==> config.mk <==
export PLATFORM = sky130hd
export DESIGN_NAME = if_prefetch_queue
export DESIGN_NICKNAME = d
export VERILOG_FILES = /design/src/rtl/if_prefetch_queue.sv
export SDC_FILE = /design/constraint.sdc
export NUM_CORES = 1
export LEC_CHECK = 0
export CAP_MARGIN = 10
export CORE_MARGIN = 1.5
export CORE_UTILIZATION = 50
export DETAILED_ROUTE_END_ITERATION = 7
export GPL_TIMING_DRIVEN = 0
export PLACE_DENSITY = 0.7
export SLEW_MARGIN = 10
export SYNTH_ARGS = -nofsm -noshare
export SYNTH_HDL_FRONTEND = slang
export SYNTH_SLANG_ARGS = --single-unit
==> constraint.sdc <==
create_clock -name clk -period 9.3 [get_ports clk]
set_input_delay 2.325 -clock clk [delete_from_list [all_inputs] [get_ports clk]]
set_output_delay 2.325 -clock clk [all_outputs]
set_load 0.01 [all_outputs]
==> src/rtl/if_prefetch_queue.sv <==
`default_nettype none
// +------------------------------------------------------------------------+
// | Module  : if_prefetch_queue                                            |
// | Brief   : Instruction fetch stage. Issues pipelined imem requests      |
// |           (up to MAX_OUTS in flight), collects responses into an       |
// |           in-order QDEPTH-entry prefetch queue that drains to ID, and  |
// |           handles predictor, JAL-predecode and EX-flush redirects.     |
// | Rev     : 1.0 - initial release                                        |
// +------------------------------------------------------------------------+
module if_prefetch_queue #(
  parameter logic [31:0] RESET_PC = 32'h8000_0000,
  parameter int unsigned QDEPTH   = 4,
  parameter int unsigned MAX_OUTS = 2
) (
  input  logic        clk,
  input  logic        reset,
  input  logic        flush,
  input  logic [31:0] flush_pc,
  output logic        imem_req_valid,
  input  logic        imem_req_ready,
  output logic [31:0] imem_req_addr,
  input  logic        imem_rsp_valid,
  input  logic [31:0] imem_rsp_data,
  input  logic        pred_taken,
  input  logic [31:0] pred_target,
  output logic        out_valid,
  input  logic        out_ready,
  output logic [31:0] out_pc,
  output logic [31:0] out_inst,
  output logic [31:0] out_npc
);

  localparam int unsigned     c_QW        = $clog2(QDEPTH);
  localparam int unsigned     c_CW        = c_QW + 1;
  localparam int unsigned     c_SW        = c_CW + 1;
  localparam int unsigned     c_PW        = (MAX_OUTS > 1) ? $clog2(MAX_OUTS) : 1;
  localparam logic [c_CW-1:0] c_QDEPTH_C  = c_CW'(QDEPTH);
  localparam logic [c_SW-1:0] c_QDEPTH_S  = c_SW'(QDEPTH);
  localparam logic [c_CW-1:0] c_MAX_OUTS  = c_CW'(MAX_OUTS);
  localparam logic [c_PW-1:0] c_PEND_LAST = c_PW'(MAX_OUTS - 1);
  localparam logic [6:0]      c_OP_JAL    = 7'b1101111;

  typedef enum logic [0:0] {
    ST_START = 1'b0,
    ST_RUN   = 1'b1
  } state_e;

  state_e          state_q, state_d;
  logic [31:0]     fetch_pc_q, fetch_pc_d;
  logic [c_QW-1:0] head_q, head_d;
  logic [c_QW-1:0] tail_q, tail_d;
  logic [c_CW-1:0] count_q, count_d;
  logic [c_CW-1:0] outs_q, outs_d;
  logic [c_CW-1:0] drop_q, drop_d;
  logic [c_PW-1:0] pend_wr_q, pend_wr_d;
  logic [c_PW-1:0] pend_rd_q, pend_rd_d;

  // Prefetch queue and pending-PC storage (datapath only, validity held by pointers)
  logic [31:0] q_pc_q     [QDEPTH];
  logic [31:0] q_inst_q   [QDEPTH];
  logic [31:0] q_npc_q    [QDEPTH];
  logic [31:0] pend_pc_q  [MAX_OUTS];
  logic [31:0] pend_npc_q [MAX_OUTS];

  logic        req_credit;
  logic        req_fire;
  logic [31:0] req_next_pc;
  logic [31:0] pend_head_pc;
  logic [31:0] pend_head_npc;
  logic [31:0] jal_imm;
  logic [31:0] jal_tgt;
  logic        rsp_take;
  logic        jal_redir;
  logic        enq;
  logic        deq;
  logic        pend_push;
  logic [31:0] enq_npc;

  function automatic logic [c_PW-1:0] pend_inc(input logic [c_PW-1:0] p);
    return (p == c_PEND_LAST) ? '0 : p + 1'b1;
  endfunction

  // Request side: credits cover both in-flight requests and queued entries
  always_comb begin
    req_credit     = ({1'b0, outs_q} + {1'b0, count_q}) < c_QDEPTH_S;
    imem_req_valid = (state_q == ST_RUN) && req_credit && (outs_q < c_MAX_OUTS) && !flush;
    imem_req_addr  = fetch_pc_q;
    req_fire       = imem_req_valid && imem_req_ready;
    req_next_pc    = pred_taken ? pred_target : fetch_pc_q + 32'd4;
  end

  // Response side: JAL predecode against the PC/npc recorded at request time
  always_comb begin
    pend_head_pc  = pend_pc_q[pend_rd_q];
    pend_head_npc = pend_npc_q[pend_rd_q];
    jal_imm       = {{11{imem_rsp_data[31]}}, imem_rsp_data[31], imem_rsp_data[19:12],
                     imem_rsp_data[20], imem_rsp_data[30:21], 1'b0};
    jal_tgt       = pend_head_pc + jal_imm;
    rsp_take      = imem_rsp_valid && (drop_q == '0);
    jal_redir     = rsp_take && (imem_rsp_data[6:0] == c_OP_JAL) && (jal_tgt != pend_head_npc);
  end

  // FSM next state: a single idle cycle after reset before fetching starts
  always_comb begin
    state_d = state_q;
    case (state_q)
      ST_START: state_d = ST_RUN;
      ST_RUN:   state_d = ST_RUN;
      default:  state_d = ST_START;
    endcase
  end

  // Pointer/counter next state; flush overrides JAL redirect, which overrides issue
  always_comb begin
    fetch_pc_d = fetch_pc_q;
    head_d     = head_q;
    tail_d     = tail_q;
    count_d    = count_q;
    drop_d     = drop_q;
    pend_wr_d  = pend_wr_q;
    pend_rd_d  = pend_rd_q;
    enq        = 1'b0;
    pend_push  = 1'b0;
    enq_npc    = pend_head_npc;
    deq        = out_valid && out_ready;
    outs_d     = outs_q + c_CW'(req_fire) - c_CW'(imem_rsp_valid);

    if (req_fire) begin
      fetch_pc_d = req_next_pc;
      pend_push  = 1'b1;
      pend_wr_d  = pend_inc(pend_wr_q);
    end

    if (imem_rsp_valid) begin
      if (drop_q != '0) begin
        // Stale response from before a redirect: consume it without a pending pop
        drop_d = drop_q - 1'b1;
      end else begin
        enq       = 1'b1;
        pend_rd_d = pend_inc(pend_rd_q);
        if (jal_redir) begin
          // Everything still in flight (including a request firing now) is stale
          enq_npc    = jal_tgt;
          fetch_pc_d = jal_tgt;
          drop_d     = outs_d;
          pend_push  = 1'b0;
          pend_wr_d  = '0;
          pend_rd_d  = '0;
        end
      end
    end

    if (flush) begin
      enq        = 1'b0;
      deq        = 1'b0;
      pend_push  = 1'b0;
      pend_wr_d  = '0;
      pend_rd_d  = '0;
      head_d     = '0;
      tail_d     = '0;
      fetch_pc_d = flush_pc;
      drop_d     = outs_d;
    end

    if (enq) begin
      tail_d = tail_q + 1'b1;
    end
    if (deq) begin
      head_d = head_q + 1'b1;
    end
    if (!flush) begin
      count_d = count_q + c_CW'(enq) - c_CW'(deq);
    end else begin
      count_d = '0;
    end
  end

  // Control state registers
  always_ff @(posedge clk or posedge reset) begin
    if (reset) begin
      state_q    <= ST_START;
      fetch_pc_q <= RESET_PC;
      head_q     <= '0;
      tail_q     <= '0;
      count_q    <= '0;
      outs_q     <= '0;
      drop_q     <= '0;
      pend_wr_q  <= '0;
      pend_rd_q  <= '0;
    end else begin
      state_q    <= state_d;
      fetch_pc_q <= fetch_pc_d;
      head_q     <= head_d;
      tail_q     <= tail_d;
      count_q    <= count_d;
      outs_q     <= outs_d;
      drop_q     <= drop_d;
      pend_wr_q  <= pend_wr_d;
      pend_rd_q  <= pend_rd_d;
    end
  end

  // Storage writes: queue entry on enqueue, pending PC pair on request fire
  always_ff @(posedge clk) begin
    if (enq) begin
      q_pc_q[tail_q]   <= pend_head_pc;
      q_inst_q[tail_q] <= imem_rsp_data;
      q_npc_q[tail_q]  <= enq_npc;
    end
    if (pend_push) begin
      pend_pc_q[pend_wr_q]  <= fetch_pc_q;
      pend_npc_q[pend_wr_q] <= req_next_pc;
    end
  end

  assign out_valid = (count_q != '0);
  assign out_pc    = out_valid ? q_pc_q[head_q]   : '0;
  assign out_inst  = out_valid ? q_inst_q[head_q] : '0;
  assign out_npc   = out_valid ? q_npc_q[head_q]  : '0;

  // Illegal traffic: a response with nothing in flight, or an enqueue into a full queue
  a_rsp_has_outstanding: assert property (@(posedge clk) disable iff (reset)
    imem_rsp_valid |-> (outs_q != '0));
  a_queue_no_overflow: assert property (@(posedge clk) disable iff (reset)
    (enq && !deq) |-> (count_q != c_QDEPTH_C));

endmodule
`default_nettype wire
==> results.yml <==
cells_and_area:
  area_growth_pct: 20.24
  fillCellCount: 3892
  final_cell_area_sq_um: 31590
  drive_above_1_share: 0.1642
  diodes: 0
  finalNetCount: 2176
clocking:
  cts_hold_buf: 0
  numCtsBuffers: 55
  cts_root_buf: "clkbuf_16"
  insertion_delay_ns: 0.61
  clock-sinks: 560
  post_cts_resized: 0
  clkSlewWorstSetupHoldPaths_ns: 0.06
  clockBufferDepth: 3
  cts_tree: "done"
  htreeDepth: 2
  post_cts_buffers: 0
timing:
  fin_crit_sh: 0.9262
  setup_viol: 0
  hold_viol_final: 0
  max_freq_ghz: 0.1161
  worstMarginPinSlew_ns: 1.135
  min_period_ns: 8.614
  fin_worst_skew_ns: 0.01089
  rsz0062_at_grt: "no"
  maxSlewViolCount: 0
  max-slew-margin-rel: 0.2431
  timing.final.ws_setup_ns: 0.6863
power_and_ir_drop:
  p_leak_nw: 10.59
  p_per_area_nw_per_um2: 238.2
  finalPower_w: 0.007525
  peakVddDrop_uv: 138.7
placement:
  port-buffer-count: 231
  gp_congestion: 0.9116
  placed_area_sq_um: 29860
  place_ws_ns: 0.7384
  place_hpwl_microns: 50650
synthesis:
  synth_edf_count: 512
  synth_warnings: 0
  post_synth_num_cell_types: 94
  syn_inst: 1721
  syn-cell-area_sq_um: 26270
  avgSynthCellArea_sq_um: 15.26
  synthArstFlopShare: 0.08571
  ys_seq_area_frac: 0.6311
  ys.flop_type: "edfxtp_1"
  ys_seq_elements: 560
  synth_fp_nets: 1871
floorplan:
  die_x_microns: 232.2
  fp.dieArea_sq_um: 53920
  ios: 233
  start_util: 0.5090
  core_sq_um: 51610
  die_h_microns: 232.2
  row_count: 83
job:
  cap_violations: 0
worst_setup_path:
  cp_num_buf_inv: 11
  reg2reg_setup_slack_ns: 0.69
  cp_max_fo: 14
  rr_worst_depth: 23
  worstPathArrival_ns: 8.93
  cpPeakStageDelay_ns: 0.91
  r2r_end: "pend_pc_q[1][28]"
  critPathTopFamily: "buffers and inverters"
  crit_chain: "buf_4 -> buf_6 -> buf_8 -> buf_2 -> clkbuf_1 -> clkbuf_1 -> mux2i_1 -> inv_1 -> ha_1 -> a21o_1 -> and4_1 -> o2111ai_1 -> a21oi_1 -> nor3_1 -> xnor2_1 -> a21oi_1 -> a2111oi_4 -> a41oi_2 -> buf_2 -> nor3b_4 -> buf_16 -> buf_16 -> buf_8"
  startpoint_type: "flop"
  critPathKind: "flop to flop"
  crit-reg2reg-launch: "pend_rd_q"
  cp_slowest_cell: "clkbuf_1"
  cp-end-kind: "flop"
  crit_required_ns: 9.61
routing:
  vias: 16220
  detail-route-antenna-nets: 0
  drc_errors: 0
  wl_per_cell_microns: 25.21
  first_pass_iters: 5
  via_per_inst: 5.896
  wl_microns: 69370
  drt_iter0_markers: 1403
global_route:
  grt_pass1_wl_microns: 102100
  grt_use_total: 0.2604
  antenna_found_initial: 0
  grt_pass1_vias: 16180
  grt_max_degree: 52
  grt-ovfl-total: 0
hold_path:
  hold-path-endpoint: "pend_pc_q[1][0]"
  min_path_cells: 0
  hp-class: "flop to flop"
  holdCritStartpoint: "imem_req_addr[0]"
outcome:
  status: "finished, final reports clean"
## sequential cells by signal (all words and copies together), names as in the netlist
name           count
pend_wr_q          1
outs_q             3
state_q            1
tail_q             2
count_q            3
pend_npc_q        64
q_npc_q          128
q_inst_q         128
imem_req_addr     32
head_q             2
pend_pc_q         64
q_pc_q           128
drop_q             3
pend_rd_q          1
## cells in the mapped netlist (all sizes together), types with 16 or more instances
library cell	instances	area share
nand2	122	0.018
dfrtp	47	0.045
edfxtp	512	0.59
a21oi	47	0.0094
and3	16	0.0040
nor2	59	0.0085
xor2	35	0.012
o31ai	16	0.0051
nand3	20	0.0038
mux2i	72	0.028
mux2	78	0.033
and2	122	0.029
nand4	20	0.0050
xnor2	39	0.014
mux4	96	0.082
o21ai	77	0.015
clkbuf	46	0.0066
ha	44	0.021
buf	47	0.010
inv	39	0.0056
## through the flow
stage                     hold WS (ns)  cells  setup TNS (ns)    util
after global routing            0.5680   2751               0  0.6120
after floorplan                 0.5181   1721               0       -
after CTS                       0.5352   2751               0  0.6120
after global placement          0.5055   2632         -275.82  0.5704
after detailed placement        0.5146   2649               0  0.5786
final                           0.5357   2751               0  0.6120
## report_power, final
group / internal [W] / leakage (nW) / switching, W
registers: 0.00290 / 5.21 / 0.0000836
logic: 0.00114 / 4.54 / 0.00125
clock network: 0.00122 / 0.843 / 0.000931
## worst register-to-register path: cells and delay by family (launching register included)
kind	cells	cell delay [ns]
buffers and inverters	11	3.64
AO/OA/AOI/OAI	6	2.02
adder cells (fa/ha/maj)	1	0.31
AND/OR/NAND/NOR	3	1.48
multiplexers	1	0.38
flip-flops	1	0.33
XOR/XNOR	1	0.17
## how the worst max path moves through the flow
stage                     slack, ns          endpoint  depth (start not counted)         startpoint
after floorplan                1.23  pend_npc_q[1][0]                         14  imem_rsp_data[21]
after detailed placement       0.74  pend_pc_q[1][20]                         24          pend_rd_q
final                          0.69  pend_pc_q[1][28]                         23          pend_rd_q
after global routing           0.27  pend_pc_q[1][25]                         24          pend_rd_q
after global placement        -2.20  pend_pc_q[1][21]                         21          pend_rd_q
after CTS                      0.72  pend_pc_q[1][28]                         24          pend_rd_q
## per-layer routing
metal  routed length, microns  GRT usage  vias to the layer above
met5                        0          0                        -
li1                         -          -                     7267
met1                    29050     0.3680                     8237
met3                     5321    0.04310                      105
met4                     1993    0.08259                        0
met2                    33000     0.4141                      612
## cells in the final DEF, fill, tap and decap left out, types with 20 or more instances in the layout
cell / netlist / layout
buf_2: 21 / 21
mux4_2: 96 / 96
and2_1: 122 / 118
edfxtp_1: 512 / 512
clkbuf_1: 46 / 60
a21oi_1: 44 / 44
xnor2_1: 37 / 37
nand2_1: 120 / 120
ha_1: 44 / 44
mux2_2: 76 / 76
mux2i_1: 70 / 70
inv_1: 38 / 37
nand3_1: 20 / 20
dfrtp_1: 47 / 47
clkdlybuf4s50_1: 0 / 231
nor2_1: 58 / 58
o21ai_0: 70 / 70
clkbuf_16: 0 / 56
xor2_1: 35 / 35
## cells by family after synthesis
| family | share of synthesized area |
|---|---|
| compound gates | 0.06202 |
| xor+xnor | 0.03263 |
| fa+ha+maj | 0.02324 |
| buf+inv | 0.02258 |
| flops | 0.6311 |
| mux | 0.1441 |
| other cells | 0.0001428 |
| simple gates | 0.08421 |
## layout make-up
class / instances / area, sq um / share of cell area
sequential: 560 / 16580 / 0.5248
multi-input combinational: 1029 / 9131 / 0.2891
timing repair buffer: 248 / 2710 / 0.08580
clock buffer: 71 / 1458 / 0.04615
tap: 680 / 850.8 / 0.02694
buffer: 93 / 447.9 / 0.01418
clock inverter: 31 / 265.3 / 0.008398
inverter: 39 / 146.4 / 0.004635
Power figures use the tool's default switching activity.
